### src/rtl/multi_spi_pkg.sv
// Shared lane-mode encodings, FSM state type and lane-width helper for the
// multi-lane SPI transmitter.
package multi_spi_pkg;

    localparam logic [1:0] MODE_X1   = 2'b00;
    localparam logic [1:0] MODE_X2   = 2'b01;
    localparam logic [1:0] MODE_RSVD = 2'b10;
    localparam logic [1:0] MODE_X4   = 2'b11;

    typedef enum logic {IDLE, SHIFT} state_t;

    // The reserved encoding maps to 1 so callers never divide by zero.
    function automatic int unsigned lanes_for_mode(input logic [1:0] mode);
        case (mode)
            MODE_X2: return 2;
            MODE_X4: return 4;
            default: return 1;
        endcase
    endfunction

endpackage

### src/rtl/multi_spi_tx.sv
// Multi-lane SPI shift-out transmitter.
// Serialises one word MSB-first over 1, 2 or 4 lanes, framed by writeSelect.
module multi_spi_tx
    import multi_spi_pkg::*;
#(
    parameter int   REGSIZE    = 8,
    parameter logic SELECTCODE = 1'b0
) (
    input  logic               clk,
    input  logic               rst_n,
    input  logic               load_valid,
    output logic               load_ready,
    input  logic [REGSIZE-1:0] load_data,
    input  logic [1:0]         load_mode,
    output logic [3:0]         O,
    output logic [1:0]         S,
    output logic               writeSelect,
    output logic               done,
    output logic               err
);

    localparam int CW = $clog2(REGSIZE) + 1;

    state_t             state;
    logic [REGSIZE-1:0] shreg;
    logic [CW-1:0]      cnt;
    logic [1:0]         mode_q;
    logic               is_last;
    logic               accept;

    function automatic logic [CW-1:0] last_idx(input logic [1:0] m);
        return CW'(REGSIZE / lanes_for_mode(m) - 1);
    endfunction

    function automatic logic [3:0] beat_bits(input logic [REGSIZE-1:0] d, input logic [1:0] m);
        case (m)
            MODE_X2: return {2'b00, d[REGSIZE-1 -: 2]};
            MODE_X4: return d[REGSIZE-1 -: 4];
            default: return {3'b000, d[REGSIZE-1]};
        endcase
    endfunction

    function automatic logic [REGSIZE-1:0] shift_out(input logic [REGSIZE-1:0] d, input logic [1:0] m);
        case (m)
            MODE_X2: return d << 2;
            MODE_X4: return d << 4;
            default: return d << 1;
        endcase
    endfunction

    // Handshake: a word moves when load_valid and load_ready are both high on a
    // rising clk edge. load_ready is combinational so a new word can be taken on
    // the final beat of the current one, giving gapless back-to-back frames.
    assign is_last    = (state == SHIFT) && (cnt == last_idx(mode_q));
    assign load_ready = rst_n && ((state == IDLE) || is_last);
    assign accept     = load_valid && load_ready;

    always_ff @(posedge clk) begin
        if (!rst_n) begin
            state       <= IDLE;
            shreg       <= '0;
            cnt         <= '0;
            mode_q      <= MODE_X1;
            O           <= 4'h0;
            S           <= 2'b00;
            writeSelect <= ~SELECTCODE;
            done        <= 1'b0;
            err         <= 1'b0;
        end else begin
            done <= 1'b0;
            err  <= 1'b0;
            if (accept && load_mode != MODE_RSVD) begin
                // The first beat goes straight onto the lanes; shreg keeps the remainder.
                state       <= SHIFT;
                mode_q      <= load_mode;
                cnt         <= '0;
                O           <= beat_bits(load_data, load_mode);
                shreg       <= shift_out(load_data, load_mode);
                S           <= load_mode;
                writeSelect <= SELECTCODE;
                done        <= (last_idx(load_mode) == '0);
            end else if (accept || is_last) begin
                state       <= IDLE;
                cnt         <= '0;
                O           <= 4'h0;
                S           <= 2'b00;
                writeSelect <= ~SELECTCODE;
                err         <= accept;
            end else if (state == SHIFT) begin
                cnt   <= cnt + 1'b1;
                O     <= beat_bits(shreg, mode_q);
                shreg <= shift_out(shreg, mode_q);
                done  <= ((cnt + 1'b1) == last_idx(mode_q));
            end
        end
    end

endmodule
### config.mk
export PLATFORM = sky130hd
export DESIGN_NAME = multi_spi_tx
export DESIGN_NICKNAME = d
export VERILOG_FILES = /design/src/rtl/multi_spi_pkg.sv /design/src/rtl/multi_spi_tx.sv
export SDC_FILE = /design/constraint.sdc
export NUM_CORES = 1
export LEC_CHECK = 0
export BUFFER_PORTS_ARGS = -buffer_cell sky130_fd_sc_hd__buf_2
export CAP_MARGIN = 20
export CORE_ASPECT_RATIO = 1.75
export CORE_MARGIN = 2
export CORE_UTILIZATION = 56
export DETAILED_ROUTE_END_ITERATION = 8
export PLACE_DENSITY = 0.85
export SLEW_MARGIN = 20
export SYNTH_ARGS = -nofsm -noshare
export SYNTH_HDL_FRONTEND = slang
export SYNTH_SLANG_ARGS = --single-unit
### constraint.sdc
create_clock -name clk -period 2.4 [get_ports clk]
set_clock_uncertainty 0.2 [all_clocks]
set_input_delay 0.24 -clock clk [delete_from_list [all_inputs] [get_ports clk]]
set_output_delay 0.24 -clock clk [all_outputs]
set_load 0.05 [all_outputs]
# Word level (Yosys, flattened, before mapping)
# Index checks and enable logic that the tools add are counted.
[totals]
ff_bits = 24
out_inout_bits = 10
wordCells = 67
[classes]
n_addsub = 4
n_div = 3
n_eq_ne = 8
muxes = 27
bitwise_logic = 3
n_reduce_logical = 13
[ops]
columns = ["operator", "count"]
rows = [
  ["32-bit two-way mux", 6],
  ["4-bit by 32-bit divider with 32-bit output (first input constant)", 3],
  ["8-bit one-hot mux with 2 select lines", 2],
  ["8-bit two-way mux", 3],
  ["4-bit one-hot mux with 2 select lines", 2],
  ["4-bit two-way mux", 3],
  ["3-bit one-hot mux with 2 select lines", 2],
  ["4-bit by 1-bit subtractor with 4-bit output (second input constant)", 3],
  ["4-bit == test", 2],
  ["1-bit two-way mux", 7],
  ["3-bit OR reduction", 2],
  ["4-bit by 1-bit adder with 4-bit output (second input constant)", 1],
  ["2-bit by 1-bit == test with 1-bit output (second input constant)", 2],
  ["2-bit == test (second input constant)", 2],
  ["1-bit logical AND", 4],
  ["4-bit zero test", 1],
  ["2-bit two-way mux", 2],
  ["2-bit != test (second input constant)", 2],
  ["2-bit nonzero test", 2],
  ["1-bit NOT", 3],
  ["3-bit nonzero test", 1],
  ["1-bit logical OR", 2],
  ["2-bit AND reduction", 1],
]

# Logic depth before layout (Yosys ltp)
[depth]
ltp_word = 19
ltp_mapped = 6

# Least setup slack after synthesis
# OpenSTA, ideal clock, no wires.
[synth_timing]
kind = "flip-flop to output port"
startpoint = "reg cnt[2]"
endpoint = "out load_ready"
t_arrival_ps = 1491
t_required_ps = 1960
setup_slack_ps = 469
path_stages_with_launch = 6
n_path_buf = 2
cell_sequence = "dfxtp_1 buf_2 nand4bb_1 o221ai_1 buf_2 and2_1"
[synth_between]
elab_chain_cells = 4
[synth_lines]
columns = ["item", "line_no", "source"]
rows = [
  ["from (decl)", "multi_spi_tx.sv:26", "logic [CW-1:0] cnt;"],
  ["from (signal assigned)", "multi_spi_tx.sv:90", "cnt <= cnt + 1'b1;"],
  ["4-bit == test", "multi_spi_tx.sv:54", "assign is_last = (state == SHIFT) && (cnt == last_idx(mode_q));"],
  ["1-bit logical AND", "multi_spi_tx.sv:54", ""],
  ["1-bit logical OR", "multi_spi_tx.sv:55", "assign load_ready = rst_n && ((state == IDLE) || is_last);"],
  ["1-bit logical AND", "multi_spi_tx.sv:55", ""],
  ["to (decl)", "multi_spi_tx.sv:12", "output logic load_ready,"],
]
# No other way between the ends.

# Worst setup path after layout
# Ends and elaborated chain as after synthesis.

==> impl_metrics.yaml <==
run_status:
  status: "complete, no violations"
placement:
  hpwl_microns: 2920
  routabilityCongestion: 0.940
  place_inst: 212
  port_buffers: 22
  post-place-ws_ns: 0.468
grt:
  grt_max_degree: 23
  grt-ovfl-total: 0
  grt_pass1_wl_microns: 6500
  track_usage_pct: 26.6
  first_global_vias: 1397
  antenna_found_initial: 0
cts:
  clk_path_buf_depth: 2
  cts-root-buf: "clkbuf_8"
  cts_setup_buffers: 0
  numCtsBuffers: 3
  clkSlewWorstSetupHoldPaths_ns: 0.08
  clk_latency_ns: 0.26
  htreeDepth: 1
  cts_resized: 0
  clock-sinks: 23
  cts_tree: "built"
  cts_hold_buf: 0
setup_path:
  start_kind: "flip-flop"
  critPathBufInv: 1
  critPathTopFamily: "flip-flops"
  worst_path_largest_cell_delay_ns: 0.54
  crit_type: "reg -> out"
  cp_slowest_cell: "dfxtp_1"
  end_kind: "primary output"
  crit_chain: "nand3b_2, o221ai_1, and2_1, buf_2"
  crit_fanout: 7
  worstPathArrival_ns: 1.75
  required_ns: 1.96
die:
  die_h_microns: 72.5
  ioPinCount: 23
  die_w_microns: 43.2
  initial_core_util_pct: 59.6
  die_area_sq_um: 3130
  rows: 24
  core_sq_um: 2520
finish:
  final_cell_count_no_fill: 216
  diodes: 0
  mostFrequentLayoutCells: "dfxtp_1 (23), buf_2 (22), nand2_1 (18)"
  mostFrequentLayoutCell: "dfxtp_1"
  syn_to_final_growth_pct: 9.58
  layout-drive-gt1-share_pct: 23.2
  fin_nets: 205
timing:
  setup_slack_ns: 0.206
  rsz0062_at_grt: "false"
  finalHoldViolations: 0
  tightest_slew_ns: 0.438
  fmax_ghz: 0.456
  setup_viol: 0
  slew_headroom_pct: 70.8
  period_share_pct: 91.4
  tns_ns: 0
  period_needed_ns: 2.19
  maxSlewViolCount: 0
drt:
  vias_per_cell: 7.07
  wire_per_inst_microns: 18.8
  postRouteAntennaNets: 0
  route.vias.total: 1527
  drc: 0
  first_iter_violations: 92
  drtPass1Iterations: 4
  finalWirelength_microns: 4050
synthesis:
  synthFlopType: "dfxtp_1"
  synthCells: 175
  synth_area_leaders: "dfxtp_1 (31%), mux2i_1 (6.0%), nand2_1 (4.5%)"
  ys_seq_elements: 23
  yosysTopAreaCell: "dfxtp_1"
  avgSynthCellArea_sq_um: 8.59
  synth_area_sq_um: 1500
  synthDistinctLibCells: 52
  synth.top_cell.area_share_pct: 30.6
  ys_warn_count: 0
  ys_seq_area_share_pct: 30.6
  synth_edf_count: 0
  synthArstFlopShare_pct: 0
  syn_nets: 189
power_and_ir_drop:
  p_per_area_nw_per_um2: 546
  total_power_mw: 0.900
  cellLeakagePower_nw: 0.634
  max-vdd-ir-drop_v: 0.000325
job:
  maxCapViolations: 0
hold_path:
  worstHoldPathType: "in -> reg"
-- stage by stage --
step	utilization, %	hold slack, ns	instance area [sq um]
6_report	65.3	0.128	1650
2_1_floorplan	-	0.216	1500
3_5_place_dp	63.5	0.266	1600
4_1_cts	65.3	0.121	1650
3_3_place_gp	63.5	0.254	1600
5_1_grt	65.3	0.134	1650
-- cell type report --
| class | count | area [sq um] |
|---|---|---|
| well taps | 26 | 32.5 |
| fillers | 214 | 876 |
| clock buffers | 4 | 45.0 |
| flip-flops and latches | 23 | 460 |
| multi-input cells | 131 | 946 |
| repair buffers | 26 | 140 |
| inverters | 6 | 22.5 |
-- cells in the mapped netlist, drive strengths merged (4+ instances only) --
| library cell | count |
|---|---|
| dfxtp | 23 |
| nand2 | 18 |
| buf | 9 |
| mux2i | 9 |
| a21oi | 8 |
| nor2 | 7 |
| clkbuf | 6 |
| inv | 6 |
| nand3 | 6 |
| o21ai | 6 |
| a31oi | 5 |
| nor3 | 5 |
| o221ai | 5 |
| nand2b | 4 |
| o221a | 4 |
| o22ai | 4 |
-- layer usage --
metal	vias to the layer above	wire (microns)	global-route usage (%)
met4	0	233	14.5
met3	27	206	2.24
met2	81	2100	46.3
li1	694	-	-
met5	-	0	0
met1	725	1510	31.3
-- tightest hold or removal path, cell delays in order --
cell and delay (ns):
buf_2 0.11, nand4b_1 0.10, a21boi_0 0.09
-- sequential cells by signal (all words and copies together), names as in the netlist --
signal,flops
shreg,7
O,4
done,1
S,2
err,1
writeSelect,1
cnt,4
mode_q,2
state,1
-- where the power goes --
part	total, mW	internal, mW	leakage [nW]	switching (mW)
logic	0.231	0.0824	0.423	0.149
registers	0.426	0.404	0.188	0.0224
clock network	0.242	0.118	0.0228	0.124
total	0.900	0.605	0.634	0.295
-- worst paths after layout --
kind                                           from                     end  slack [ns]  cells after the start
worst max-delay path            cnt[2]$_SDFFE_PP0P_              load_ready        0.21                      4
worst min-delay path                   load_data[0]   shreg[1]$_SDFFE_PN0P_        0.13                      3
worst max register to register  cnt[1]$_SDFFE_PP0P_  mode_q[1]$_SDFFE_PN0N_        0.46                      5
worst min register to register    S[1]$_SDFFE_PN0P_       S[1]$_SDFFE_PN0P_        0.27                      2
-- cell families (layout without fill, tap and decap cells) --
family	count (synthesis)	count (layout)	synth area share, %
buffers and inverters	21	36	6.41
AND/OR/NAND/NOR	59	59	21.2
multiplexers	12	12	8.24
XOR/XNOR	5	5	3.41
adder cells (fa/ha/maj)	1	1	0.833
AO/OA/AOI/OAI	54	54	29.3
flip-flops	23	23	30.6
Note: power is estimated with default switching activity, not from simulation.
